===== src/rtl/coproc_host_sequencer_if.sv =====
// coproc_host_sequencer_if -- host command/payload/read-return signals plus the
// controller instruct/out pins of the coprocessor host sequencer, bundled as one bus.
interface coproc_host_sequencer_if;
    logic        cmd_valid;
    logic        cmd_ready;
    logic [1:0]  cmd_op;
    logic [3:0]  cmd_sel;
    logic        wr_valid;
    logic        wr_ready;
    logic [31:0] wr_data;
    logic        rd_valid;
    logic        rd_last;
    logic [31:0] rd_data;
    logic        cmd_done;
    logic        cmd_err;
    logic [31:0] coproc_instr;
    logic [31:0] coproc_out;

    // Sequencer side
    modport slave (
        input  cmd_valid, cmd_op, cmd_sel, wr_valid, wr_data, coproc_out,
        output cmd_ready, wr_ready, rd_valid, rd_last, rd_data, cmd_done, cmd_err, coproc_instr
    );

    // Host / controller side
    modport master (
        output cmd_valid, cmd_op, cmd_sel, wr_valid, wr_data, coproc_out,
        input  cmd_ready, wr_ready, rd_valid, rd_last, rd_data, cmd_done, cmd_err, coproc_instr
    );
endinterface


===== src/rtl/coproc_host_sequencer.sv =====
// coproc_host_sequencer -- host-side initiator for the coprocessor 32-bit instruction port.
// Accepts one read/write/key-load command, buffers write payload, emits the
// PRESEL/HEADER/BURST/NOP word stream and returns read words to the host.
// Optional feature: define SEQ_ILLEGAL_CHECK_EN to reject op 2'b11 and key selects
// above 5 with a one-cycle cmd_err pulse instead of issuing them.
module coproc_host_sequencer #(
    parameter int          MAX_WORDS = 14,
    parameter logic [31:0] NOP_WORD  = 32'hC000_0000
) (
    input  logic                  clock,
    input  logic                  reset_n,
    coproc_host_sequencer_if.slave bus
);
    localparam int         IDX_W    = $clog2(MAX_WORDS);
    localparam logic [1:0] OP_READ  = 2'b00;
    localparam logic [1:0] OP_WRITE = 2'b01;
    localparam logic [1:0] OP_KEY   = 2'b10;
    localparam logic [1:0] OP_NOP   = 2'b11;

    typedef enum logic [2:0] {
        ST_IDLE   = 3'd0,
        ST_LOAD   = 3'd1,
        ST_PRESEL = 3'd2,
        ST_HEADER = 3'd3,
        ST_BURST  = 3'd4,
        ST_WAIT   = 3'd5,
        ST_DONE   = 3'd6
    } state_t;

    // Transfer length the controller uses for a given op/select.
    function automatic logic [5:0] word_count(input logic [1:0] op, input logic [3:0] sel);
        logic [5:0] n;
        n = 6'd1;
        case (op)
            OP_READ, OP_WRITE: begin
                case (sel)
                    4'd0, 4'd1, 4'd2, 4'd8, 4'd9: n = 6'd4;
                    4'd5, 4'd6:                   n = 6'd8;
                    4'd12, 4'd13, 4'd14:          n = 6'd5;
                    4'd4:                         n = 6'd14;
                    4'd7:                         n = 6'd3;
                    default:                      n = 6'd1;
                endcase
            end
            OP_KEY: begin
                case (sel)
                    4'd0, 4'd1:       n = 6'd4;
                    4'd2:             n = 6'd5;
                    4'd3, 4'd4, 4'd5: n = 6'd32;
                    default:          n = 6'd1;
                endcase
            end
            default: n = 6'd1;
        endcase
        return n;
    endfunction

    state_t      state_r, state_s;
    logic [1:0]  op_r;
    logic [3:0]  sel_r;
    logic [5:0]  n_r;
    logic [5:0]  cnt_r;
    logic [31:0] wbuf_r [MAX_WORDS];
    logic [31:0] instr_r;
    logic        cmd_ready_r, wr_ready_r, cmd_done_r, cmd_err_r;
    logic        rd_valid_r, rd_last_r;
    logic [31:0] rd_data_r;

    logic        accept_s, reject_s, wr_take_s, illegal_s, rd_sample_s;
    logic [1:0]  op_s;
    logic [3:0]  sel_s;
    logic [5:0]  last_cnt_s;
    logic [31:0] burst_word_s, instr_s;

`ifdef SEQ_ILLEGAL_CHECK_EN
    // Op 11 and key selects without a key slot are refused at the door.
    always_comb begin
        illegal_s = 1'b0;
        if (bus.cmd_op == OP_NOP) begin
            illegal_s = 1'b1;
        end else if ((bus.cmd_op == OP_KEY) && (bus.cmd_sel > 4'd5)) begin
            illegal_s = 1'b1;
        end else begin
            illegal_s = 1'b0;
        end
    end
`else
    assign illegal_s = 1'b0;
`endif

    // Header/PRESEL use the live command on the accept edge, the latched one afterwards.
    always_comb begin
        op_s  = op_r;
        sel_s = sel_r;
        if (state_r == ST_IDLE) begin
            op_s  = bus.cmd_op;
            sel_s = bus.cmd_sel;
        end else begin
            op_s  = op_r;
            sel_s = sel_r;
        end
    end

    // Cycle (relative to HEADER) on which WAIT hands over to DONE.
    always_comb begin
        last_cnt_s = n_r + 6'd1;
        if (op_r == OP_WRITE) begin
            last_cnt_s = n_r + 6'd2;
        end else begin
            last_cnt_s = n_r + 6'd1;
        end
    end

    // Payload word for the next BURST cycle; out-of-range counts fall back to NOP.
    always_comb begin
        burst_word_s = NOP_WORD;
        if (cnt_r < 6'(MAX_WORDS)) begin
            burst_word_s = wbuf_r[cnt_r[IDX_W-1:0]];
        end else begin
            burst_word_s = NOP_WORD;
        end
    end

    // Read words appear on coproc_out two to N+1 cycles after HEADER.
    assign rd_sample_s = (state_r == ST_WAIT) && (op_r == OP_READ) &&
                         (cnt_r >= 6'd2) && (cnt_r <= (n_r + 6'd1));

    // Next-state logic and handshake strobes.
    always_comb begin
        state_s   = state_r;
        accept_s  = 1'b0;
        reject_s  = 1'b0;
        wr_take_s = 1'b0;
        case (state_r)
            ST_IDLE: begin
                if (bus.cmd_valid && cmd_ready_r) begin
                    if (illegal_s) begin
                        reject_s = 1'b1;
                        state_s  = ST_IDLE;
                    end else begin
                        accept_s = 1'b1;
                        case (bus.cmd_op)
                            OP_WRITE:        state_s = ST_LOAD;
                            OP_READ, OP_KEY: state_s = ST_PRESEL;
                            default:         state_s = ST_HEADER;
                        endcase
                    end
                end else begin
                    state_s = ST_IDLE;
                end
            end
            ST_LOAD: begin
                if (bus.wr_valid && wr_ready_r) begin
                    wr_take_s = 1'b1;
                    if (cnt_r == (n_r - 6'd1)) begin
                        state_s = ST_PRESEL;
                    end else begin
                        state_s = ST_LOAD;
                    end
                end else begin
                    state_s = ST_LOAD;
                end
            end
            ST_PRESEL: state_s = ST_HEADER;
            ST_HEADER: begin
                if (op_r == OP_WRITE) begin
                    state_s = ST_BURST;
                end else if (op_r == OP_NOP) begin
                    state_s = ST_DONE;
                end else begin
                    state_s = ST_WAIT;
                end
            end
            ST_BURST: begin
                if (cnt_r == n_r) begin
                    state_s = ST_WAIT;
                end else begin
                    state_s = ST_BURST;
                end
            end
            ST_WAIT: begin
                if (cnt_r == last_cnt_s) begin
                    state_s = ST_DONE;
                end else begin
                    state_s = ST_WAIT;
                end
            end
            ST_DONE: state_s = ST_IDLE;
            default: state_s = ST_IDLE;
        endcase
    end

    // Instruction word for the coming cycle, chosen from the state being entered.
    always_comb begin
        instr_s = NOP_WORD;
        case (state_s)
            ST_PRESEL: instr_s = {2'b11, 26'd0, sel_s};
            ST_HEADER: instr_s = {op_s, 26'd0, sel_s};
            ST_BURST:  instr_s = burst_word_s;
            default:   instr_s = NOP_WORD;
        endcase
    end

    // State register.
    always_ff @(posedge clock or negedge reset_n) begin
        if (!reset_n) begin
            state_r <= ST_IDLE;
        end else begin
            state_r <= state_s;
        end
    end

    // Latch op, select and transfer length when a command is accepted.
    always_ff @(posedge clock or negedge reset_n) begin
        if (!reset_n) begin
            op_r  <= 2'b00;
            sel_r <= 4'd0;
            n_r   <= 6'd0;
        end else if (accept_s) begin
            op_r  <= bus.cmd_op;
            sel_r <= bus.cmd_sel;
            n_r   <= word_count(bus.cmd_op, bus.cmd_sel);
        end
    end

    // Shared counter: payload index in LOAD, cycles since HEADER from HEADER onwards.
    always_ff @(posedge clock or negedge reset_n) begin
        if (!reset_n) begin
            cnt_r <= 6'd0;
        end else if (accept_s || (state_s == ST_HEADER)) begin
            cnt_r <= 6'd0;
        end else if (wr_take_s) begin
            cnt_r <= cnt_r + 6'd1;
        end else if ((state_r == ST_HEADER) || (state_r == ST_BURST) || (state_r == ST_WAIT)) begin
            cnt_r <= cnt_r + 6'd1;
        end
    end

    // Write payload buffer; cleared on reset so an aborted command leaves nothing behind.
    always_ff @(posedge clock or negedge reset_n) begin
        if (!reset_n) begin
            for (int i = 0; i < MAX_WORDS; i++) begin
                wbuf_r[i] <= 32'd0;
            end
        end else if (wr_take_s) begin
            wbuf_r[cnt_r[IDX_W-1:0]] <= bus.wr_data;
        end
    end

    // Registered handshake, status and instruction outputs.
    always_ff @(posedge clock or negedge reset_n) begin
        if (!reset_n) begin
            cmd_ready_r <= 1'b0;
            wr_ready_r  <= 1'b0;
            cmd_done_r  <= 1'b0;
            cmd_err_r   <= 1'b0;
            instr_r     <= NOP_WORD;
        end else begin
            cmd_ready_r <= (state_s == ST_IDLE);
            wr_ready_r  <= (state_s == ST_LOAD);
            cmd_done_r  <= (state_s == ST_DONE);
            cmd_err_r   <= reject_s;
            instr_r     <= instr_s;
        end
    end

    // Read return: capture controller output and flag the final word.
    always_ff @(posedge clock or negedge reset_n) begin
        if (!reset_n) begin
            rd_valid_r <= 1'b0;
            rd_last_r  <= 1'b0;
            rd_data_r  <= 32'd0;
        end else begin
            rd_valid_r <= rd_sample_s;
            rd_last_r  <= rd_sample_s && (cnt_r == (n_r + 6'd1));
            if (rd_sample_s) begin
                rd_data_r <= bus.coproc_out;
            end
        end
    end

    assign bus.cmd_ready    = cmd_ready_r;
    assign bus.wr_ready     = wr_ready_r;
    assign bus.cmd_done     = cmd_done_r;
    assign bus.cmd_err      = cmd_err_r;
    assign bus.coproc_instr = instr_r;
    assign bus.rd_valid     = rd_valid_r;
    assign bus.rd_last      = rd_last_r;
    assign bus.rd_data      = rd_data_r;
endmodule


===== src/flat_wrapper.sv =====
// flat-port wrapper written by rule: the top's interface ports become plain ports
module coproc_host_sequencer_flat 
#(
    parameter int          MAX_WORDS = 14,
    parameter logic [31:0] NOP_WORD  = 32'hC000_0000
)
  (clock, reset_n, bus_cmd_valid, bus_cmd_op, bus_cmd_sel, bus_wr_valid, bus_wr_data, bus_coproc_out, bus_cmd_ready, bus_wr_ready, bus_rd_valid, bus_rd_last, bus_rd_data, bus_cmd_done, bus_cmd_err, bus_coproc_instr);
  coproc_host_sequencer_if bus_i ();
  input  logic clock;
  input  logic reset_n;
  input wire logic [$bits(bus_i.cmd_valid)-1:0] bus_cmd_valid;
  input wire logic [$bits(bus_i.cmd_op)-1:0] bus_cmd_op;
  input wire logic [$bits(bus_i.cmd_sel)-1:0] bus_cmd_sel;
  input wire logic [$bits(bus_i.wr_valid)-1:0] bus_wr_valid;
  input wire logic [$bits(bus_i.wr_data)-1:0] bus_wr_data;
  input wire logic [$bits(bus_i.coproc_out)-1:0] bus_coproc_out;
  output wire logic [$bits(bus_i.cmd_ready)-1:0] bus_cmd_ready;
  output wire logic [$bits(bus_i.wr_ready)-1:0] bus_wr_ready;
  output wire logic [$bits(bus_i.rd_valid)-1:0] bus_rd_valid;
  output wire logic [$bits(bus_i.rd_last)-1:0] bus_rd_last;
  output wire logic [$bits(bus_i.rd_data)-1:0] bus_rd_data;
  output wire logic [$bits(bus_i.cmd_done)-1:0] bus_cmd_done;
  output wire logic [$bits(bus_i.cmd_err)-1:0] bus_cmd_err;
  output wire logic [$bits(bus_i.coproc_instr)-1:0] bus_coproc_instr;
  assign bus_i.cmd_valid = bus_cmd_valid;
  assign bus_i.cmd_op = bus_cmd_op;
  assign bus_i.cmd_sel = bus_cmd_sel;
  assign bus_i.wr_valid = bus_wr_valid;
  assign bus_i.wr_data = bus_wr_data;
  assign bus_i.coproc_out = bus_coproc_out;
  assign bus_cmd_ready = bus_i.cmd_ready;
  assign bus_wr_ready = bus_i.wr_ready;
  assign bus_rd_valid = bus_i.rd_valid;
  assign bus_rd_last = bus_i.rd_last;
  assign bus_rd_data = bus_i.rd_data;
  assign bus_cmd_done = bus_i.cmd_done;
  assign bus_cmd_err = bus_i.cmd_err;
  assign bus_coproc_instr = bus_i.coproc_instr;
  coproc_host_sequencer #(.MAX_WORDS(MAX_WORDS), .NOP_WORD(NOP_WORD)) u_core (.clock(clock), .reset_n(reset_n), .bus(bus_i));
endmodule

===== config.mk =====
export PLATFORM = sky130hd
export DESIGN_NAME = coproc_host_sequencer_flat
export DESIGN_NICKNAME = d
export VERILOG_FILES = /design/src/rtl/coproc_host_sequencer_if.sv /design/src/rtl/coproc_host_sequencer.sv /design/src/flat_wrapper.sv
export SDC_FILE = /design/constraint.sdc
export NUM_CORES = 1
export LEC_CHECK = 0
export CAP_MARGIN = 40
export CORE_MARGIN = 5
export CORE_UTILIZATION = 54
export CTS_CLUSTER_SIZE = 8
export DETAILED_ROUTE_END_ITERATION = 6
export PLACE_DENSITY = 0.76
export SETUP_SLACK_MARGIN = 0.05
export SLEW_MARGIN = 20
export SYNTH_ARGS = -nofsm -noshare
export SYNTH_HDL_FRONTEND = slang
export SYNTH_SLANG_ARGS = --single-unit

===== constraint.sdc =====
create_clock -name clock -period 3.5 [get_ports clock]
set_clock_uncertainty 0.15 [all_clocks]
set_input_delay 0.35 -clock clock [delete_from_list [all_inputs] [get_ports clock]]
set_output_delay 0.35 -clock clock [all_outputs]
set_load 0.01 [all_outputs]

# Word level (Yosys, flattened, before mapping)
# Memory sizes are Yosys's and may differ from the RTL's.
# Index checks and enable logic that the tools add are counted.
# totals
regBits,538
latch_bits,0
ram_bits,0
mem_bits_ro,64
wordCells,109
n_memories,1
# memory_table
memory,words,word_bits,read_ports,rd_clocked_by_memory_dff,wr,line_no,source
(no name shown),16,4,1,0,0,coproc_host_sequencer.sv:36,case (sel)
# classes
n_addsub,4
mul,0
div_mod_pow,0
magnitude_cmp,5
eq_ne,23
shifts,0
muxes,29
bitwise_logic,1
reduce_logical,20
# ops
op,n
bitwise mux 448 bit,1
binary-select mux 32 bit (select 4 bit),1
demux 32 bit (select 4 bit),1
two-way mux 32 bit,4
one-hot mux 32 bit (3 select lines),1
equality test 6 bit,4
two-way mux 6 bit,4
one-hot mux 3 bit (6 select lines),1
one-hot mux 6 bit (3 select lines),1
"adder 6 x 1 -> 6 bit, second input constant",2
"equality test 3 x 2 -> 1 bit, second input constant",4
"equality test 3 bit, second input constant",4
two-way mux 2 bit,6
one-hot mux 6 bit (2 select lines),1
"equality test 4 x 2 -> 1 bit, second input constant",2
"equality test 4 x 3 -> 1 bit, second input constant",2
logical AND 1 bit,7
"adder 6 x 2 -> 6 bit, second input constant",1
"equality test 3 x 1 -> 1 bit, second input constant",2
">= comparator 6 x 2 -> 1 bit, second input constant",1
<= comparator 6 bit,1
logical NOT 3 bit,2
"less-than comparator 6 x 4 -> 1 bit, second input constant",1
OR reduction 2 bit,3
16 further kinds,25

# Depth between registers and ports, before layout
# Gate-level depths: netlist (run 1).
# depth
ltp_word,8
mapped_depth,14
mapped_depth_nobuf,11

# Worst setup path before layout (run 1)
# OpenSTA, ideal clock, no wires.
# synth_timing
path_type,register to register
start,register u_core.cnt_r[0]
end,register u_core.cnt_r[3]
arrival_ns,2.990
path_slack_ns,0.226
stages_incl_launch_ff,14
n_path_buf,4
synth_period_minus_slack_ns,3.274
cell_sequence,dfrtp_1 buf_2 buf_2 buf_2 buf_1 inv_1 ha_1 nand3_1 a211oi_1 o2111ai_2 o21ai_1 a31o_2 a21boi_2 nor3_1
# synth_between
elab_chain_len,7
# synth_rtl
element,line_no,source
start: declaration,coproc_host_sequencer.sv:62,logic [5:0] cnt_r;
start signal: assignment,coproc_host_sequencer.sv:233,cnt_r <= cnt_r + 6'd1;
start signal: assignment,coproc_host_sequencer.sv:235,cnt_r <= cnt_r + 6'd1;
equality test 6 bit,coproc_host_sequencer.sv:155,if (cnt_r == (n_r - 6'd1)) begin
two-way mux 2 bit,coproc_host_sequencer.sv:155,
two-way mux 2 bit,coproc_host_sequencer.sv:153,if (bus.wr_valid && wr_ready_r) begin
one-hot mux 3 bit (6 select lines) *,coproc_host_sequencer.sv:134,case (state_r)
net u_core.state_s[1],coproc_host_sequencer.sv:58,"state_t state_r, state_s;"
equality test 3 x 2 -> 1 bit *,coproc_host_sequencer.sv:230,end else if (accept_s || (state_s == ST_HEADER)) begin
logical OR 1 bit *,coproc_host_sequencer.sv:230,
nonzero test 3 bit (no line) / two-way mux 6 bit (equally long branches),-,
# Mark *: on every way through the listed nets, which the timed path passes. The rest lies on a longest branch. The select of a mux whose other input is x is not followed.
# A chain may end at the register's enable or synchronous reset.

# Worst setup path after layout (run 1)
# layout_timing
start,register u_core.n_r[0]
end,"register u_core.rd_data_r[9], in the netlist u_core.bus.rd_data[9]"
# layout_between
elab_chain_len,3
# layout_rtl
element,line_no,source
start: declaration,coproc_host_sequencer.sv:61,logic [5:0] n_r;
start signal: assignment,coproc_host_sequencer.sv:222,"n_r <= word_count(bus.cmd_op, bus.cmd_sel);"
adder 6 x 1 -> 6 bit,-,
<= comparator 6 bit,coproc_host_sequencer.sv:126,(cnt_r >= 6'd2) && (cnt_r <= (n_r + 6'd1));
logical AND 1 bit,coproc_host_sequencer.sv:126,
end signal: assignment,coproc_host_sequencer.sv:277,rd_data_r <= bus.coproc_out;
end: declaration,coproc_host_sequencer.sv:67,logic [31:0] rd_data_r;
# Every way passes these cells.

==> qor.log, run 1 <==
[global_routing] via count of the first global-routing pass 15,781
[job] maximum capacitance violations 0
[worst_hold_path] path class of the lowest-slack min-delay path in2reg
[power_and_ir_drop] fraction of power consumed by sequential logic 40.1%
[sta] worst slew pin tran 0.7329 ns
[setup_path] Worst Path Max Fanout 33
[clocking] clock tree root buffer cell sky130_fd_sc_hd__clkbuf_16
[routing] Initial DRC Count 742
[setup_path] CP endpoint kind flip-flop
[global_routing] first-pass GRT wire length 91,360 microns
[finish] share of layout cells above drive strength 1 42.48%
[clocking] clock slew seen by the registers of the worst setup and hold paths 0.05 ns
[global_routing] busiest grt layer met2
[clocking] count of cells resized by post-cts repair 0
[die] Std-Cell Core Area 44,320 sq um
[global_routing] routing usage on met2 38.16%
[logic_synthesis] EDFF count, synth 0
[routing] Post-route DRC 0
[logic_synthesis] most frequently used flop master after synthesis sky130_fd_sc_hd__dfrtp_1
[global_routing] pin count of the biggest net entering global routing 91
[sta] final sum of negative setup slack 0 ns
[sta] count of endpoints failing hold in the final timing report 0
[global_routing] global-route track usage on met3 4.144%
[die] IO Pins 144
[setup_path] cell-by-cell listing of the critical path inv_1 > ha_1 > inv_1 > ha_1 > nor2b_1 > o21a_1 > o21a_1 > o21ai_0 > a21oi_1 > nor2_2 > buf_12 > mux2_2
[clocking] clock latency of the later-clocked register in the worst-skew pair 0.60 ns
[finish] Final #Nets 1,843
[sta] RSZ-0062 raised after global routing false
[setup_path] CP Class reg2reg
[sta] final critical-path required period 3.040 ns
[die] Site Rows 77
[clocking] number of levels the H-tree was split into 3
[finish] Layout area overhead 17.69%
[logic_synthesis] Distinct cells, synth 59
[clocking] Inserted Clock Buffers 77
[logic_synthesis] warning count from the yosys run 0
[placed_design] Port Buf Inserts 142
[power_and_ir_drop] static power due to leakage 12.55 nW
[logic_synthesis] #FFs+latches synth 537
[sta] Final Max Slew Viols 0
[status] result of the run finished clean
[setup_path] buffers plus inverters on the worst setup path 3
[power_and_ir_drop] cell internal power dissipation 0.01850 W
[power_and_ir_drop] Power per Cell Area 934.9 nW/um^2
[clocking] buffer levels on the longest clock path 3
[logic_synthesis] Post-Syn Nets 1,710
[power_and_ir_drop] Switching Fraction 30.56%
[routing] number of nets with antenna violations after detailed routing 0
[power_and_ir_drop] combinational group share of total power 35.2%
[placed_design] placed wire-length estimate after detailed placement 33,430 microns
[die] die outline width 221.8 microns
[routing] drt via density 6.067
[clocking] TritonCTS clock tree done
[setup_path] largest delay contributor family on the critical path adder cells
[finish] commonest non-fill, non-tap cell in the layout sky130_fd_sc_hd__dfrtp_1
[setup_path] largest stage delay on the critical path 0.48 ns
[global_routing] global-route track usage on met1 32.31%
[logic_synthesis] share of synthesized area occupied by flip-flops and latches 55.51%
[global_routing] global-route total usage across every layer 23.34%
[sta] Max Fclk 0.3289 GHz
[routing] Routed WL 56,570 microns
[global_routing] initial antenna violation count 3
[die] die extent in y 221.8 microns
[logic_synthesis] Cell Area, Synth 24,210 sq um
[setup_path] worst reg-to-reg setup slack 0.46 ns
[power_and_ir_drop] highest ir drop seen on vdd 0.4808 mV
[power_and_ir_drop] total net switching power 0.008141 W
[logic_synthesis] Cells after Synth 1,617
[clocking] Num Clock Sinks 537
[finish] most used cells in the layout excluding fill and tap cells 531 x sky130_fd_sc_hd__dfrtp_1, 489 x sky130_fd_sc_hd__mux2_2, 141 x sky130_fd_sc_hd__clkdlybuf4s50_1
[routing] vias post-DR 14,293
[sta] PnR worst setup slack 0.4599 ns
[global_routing] sum of overflow across all layers after global routing 0
[routing] TritonRoute pass-1 iters 5
[placed_design] worst setup slack after placement 0.5121 ns
[sta] headroom to the max-slew limit 51.14%
[sta] total setup violations reported at the end of the flow 0
[setup_path] element type at the critical path start flip-flop
[setup_path] highest-delay cell along the critical path sky130_fd_sc_hd__dfrtp_1
[logic_synthesis] mean post-synth cell area 14.97 sq um
[die] Die ar. 49,180 sq um
[power_and_ir_drop] clock network power share 24.7%
[die] initial cell density of the core 54.64%
[setup_path] Worst Path Required 3.82 ns
[logic_synthesis] proportion of synthesized flip-flops having asynchronous set or reset 100.0%
[sta] share of the clock period used by the worst path after layout 86.86%
[placed_design] Final Wtd Congestion 0.8182
[setup_path] data arrival time of the worst path 3.36 ns
[routing] wire length per cell 24.01 microns
==> worst paths after layout <==
path / depth (start not counted) / to / from
max in group asynchronous: 3 / u_core.wbuf_r[218] / reset_n
setup / recovery: 12 / u_core.bus.rd_data[9] / u_core.n_r[0]
min in group asynchronous: 2 / u_core.bus.coproc_instr[5] / reset_n
setup reg to reg: 12 / u_core.bus.rd_data[9] / u_core.n_r[0]
hold / removal: 2 / u_core.bus.rd_data[14] / bus_coproc_out[14]
hold reg to reg: 2 / u_core.sel_r[2] / u_core.sel_r[2]
==> metal layers <==
| metal | wire (microns) | up-vias |
|---|---|---|
| met5 | 21 | - |
| li1 | - | 6205 |
| met1 | 24660 | 7686 |
| met3 | 2288 | 110 |
| met4 | 1374 | 4 |
| met2 | 28230 | 288 |
==> metrics by stage <==
stage	power [W]	std cells	hold WS, ns	cell area (sq um)	utilization (%)
floorplan	0.01718	1617	-0.09559	24210	-
global placement	0.01965	2262	0.2627	26400	59.57
detailed placement	0.02012	2262	0.2434	26400	59.57
CTS	0.02683	2355	0.1850	28490	64.30
global route	0.02820	2356	0.2070	28500	64.30
finish	0.02664	2356	0.2173	28500	64.30
==> state kept, by name, indices dropped and copies added (netlist names) <==
register	count
u_core.bus.cmd_done	1
u_core.bus.cmd_ready	1
u_core.bus.coproc_instr	32
u_core.bus.rd_data	32
u_core.bus.rd_last	1
u_core.bus.rd_valid	1
u_core.bus.wr_ready	1
u_core.cnt_r	6
u_core.n_r	5
u_core.op_r	2
u_core.sel_r	4
u_core.state_r	3
u_core.wbuf_r	448
==> cells by family (layout without fill, tap and decap cells) <==
kind of cell | Yosys count | count (layout) | synth area share, %
flip-flops | 537 | 537 | 55.51
buffers and inverters | 147 | 293 | 2.609
other | 1 | 2 | 0.01549
XOR/XNOR | 16 | 16 | 0.5787
adder cells (fa/ha/maj) | 19 | 19 | 0.9818
multiplexers | 649 | 649 | 34.45
AND/OR/NAND/NOR | 166 | 166 | 3.312
AO/OA/AOI/OAI | 82 | 82 | 2.542
==> power groups by stage <==
stage	Combinational (W)	Sequential, W	Clock [W]
final	0.00938	0.0107	0.00657
after global routing	0.0102	0.0110	0.00698
after CTS	0.00948	0.0106	0.00670
after detailed placement	0.00942	0.0107	0
after global placement	0.00916	0.0105	0
after floorplan	0.00697	0.0102	0
==> cell usage after synthesis (2+ instances only) <==
| master | n | area share [%] |
|---|---|---|
| sky130_fd_sc_hd__buf_2 | 55 | 1.1 |
| sky130_fd_sc_hd__mux2_1 | 23 | 1.1 |
| sky130_fd_sc_hd__clkbuf_1 | 61 | 0.95 |
| sky130_fd_sc_hd__nand2b_1 | 5 | 0.13 |
| sky130_fd_sc_hd__a221oi_1 | 32 | 1.2 |
| sky130_fd_sc_hd__nand3_1 | 19 | 0.39 |
| sky130_fd_sc_hd__and3_1 | 5 | 0.13 |
| sky130_fd_sc_hd__dfrtp_1 | 535 | 55 |
| sky130_fd_sc_hd__dfstp_2 | 2 | 0.22 |
| sky130_fd_sc_hd__inv_1 | 11 | 0.17 |
| sky130_fd_sc_hd__nor4b_1 | 2 | 0.072 |
| sky130_fd_sc_hd__nor3b_1 | 2 | 0.062 |
| sky130_fd_sc_hd__mux2i_1 | 40 | 1.7 |
| sky130_fd_sc_hd__a32oi_1 | 2 | 0.072 |
| sky130_fd_sc_hd__nor2b_1 | 5 | 0.13 |
| sky130_fd_sc_hd__ha_1 | 19 | 0.98 |
| sky130_fd_sc_hd__nor3_1 | 9 | 0.19 |
| sky130_fd_sc_hd__nand4_1 | 5 | 0.13 |
| sky130_fd_sc_hd__o211ai_1 | 2 | 0.062 |
| sky130_fd_sc_hd__xor2_1 | 8 | 0.29 |
| sky130_fd_sc_hd__nor2_1 | 71 | 1.1 |
| sky130_fd_sc_hd__mux4_2 | 96 | 8.9 |
| sky130_fd_sc_hd__o21ai_0 | 12 | 0.25 |
| sky130_fd_sc_hd__a21oi_1 | 11 | 0.23 |
| sky130_fd_sc_hd__o22ai_1 | 5 | 0.13 |
| sky130_fd_sc_hd__a211oi_1 | 2 | 0.062 |
| sky130_fd_sc_hd__nand2_1 | 30 | 0.47 |
| sky130_fd_sc_hd__mux2_2 | 489 | 23 |
| sky130_fd_sc_hd__xnor2_1 | 8 | 0.29 |
| sky130_fd_sc_hd__buf_1 | 18 | 0.28 |
| sky130_fd_sc_hd__o21a_1 | 3 | 0.093 |
| sky130_fd_sc_hd__nor4bb_1 | 3 | 0.12 |
==> final cells by class <==
class	count	area (sq um)
Tap cell	592	740.7
Multi-Input combinational cell	933	10210
Antenna cell	1	2.502
Clock inverter	7	106.4
Clock buffer	85	1978
Fill cell	3137	15820
Sequential cell	537	13450
Timing Repair Buffer	190	1964
Inverter	11	41.29
==> repair_timing <==
item	CTS	global route
endpoints found under the setup margin	0	0
hold buffers	1	0
buffers inserted	0	0
hold endpoints to repair	82	0
No activity file was read; power rests on OpenSTA's default activity.
==> run 2, diff against run 1 <==
--- a/config.mk
+++ b/config.mk
@@ -5,7 +5,6 @@
 export SDC_FILE = /design/constraint.sdc
 export NUM_CORES = 1
 export LEC_CHECK = 0
-export CAP_MARGIN = 40
 export CORE_MARGIN = 5
 export CORE_UTILIZATION = 54
 export CTS_CLUSTER_SIZE = 8
==> results of run 2 <==
Same layout as run 1: the final DEF is identical, and so are final timing and power.
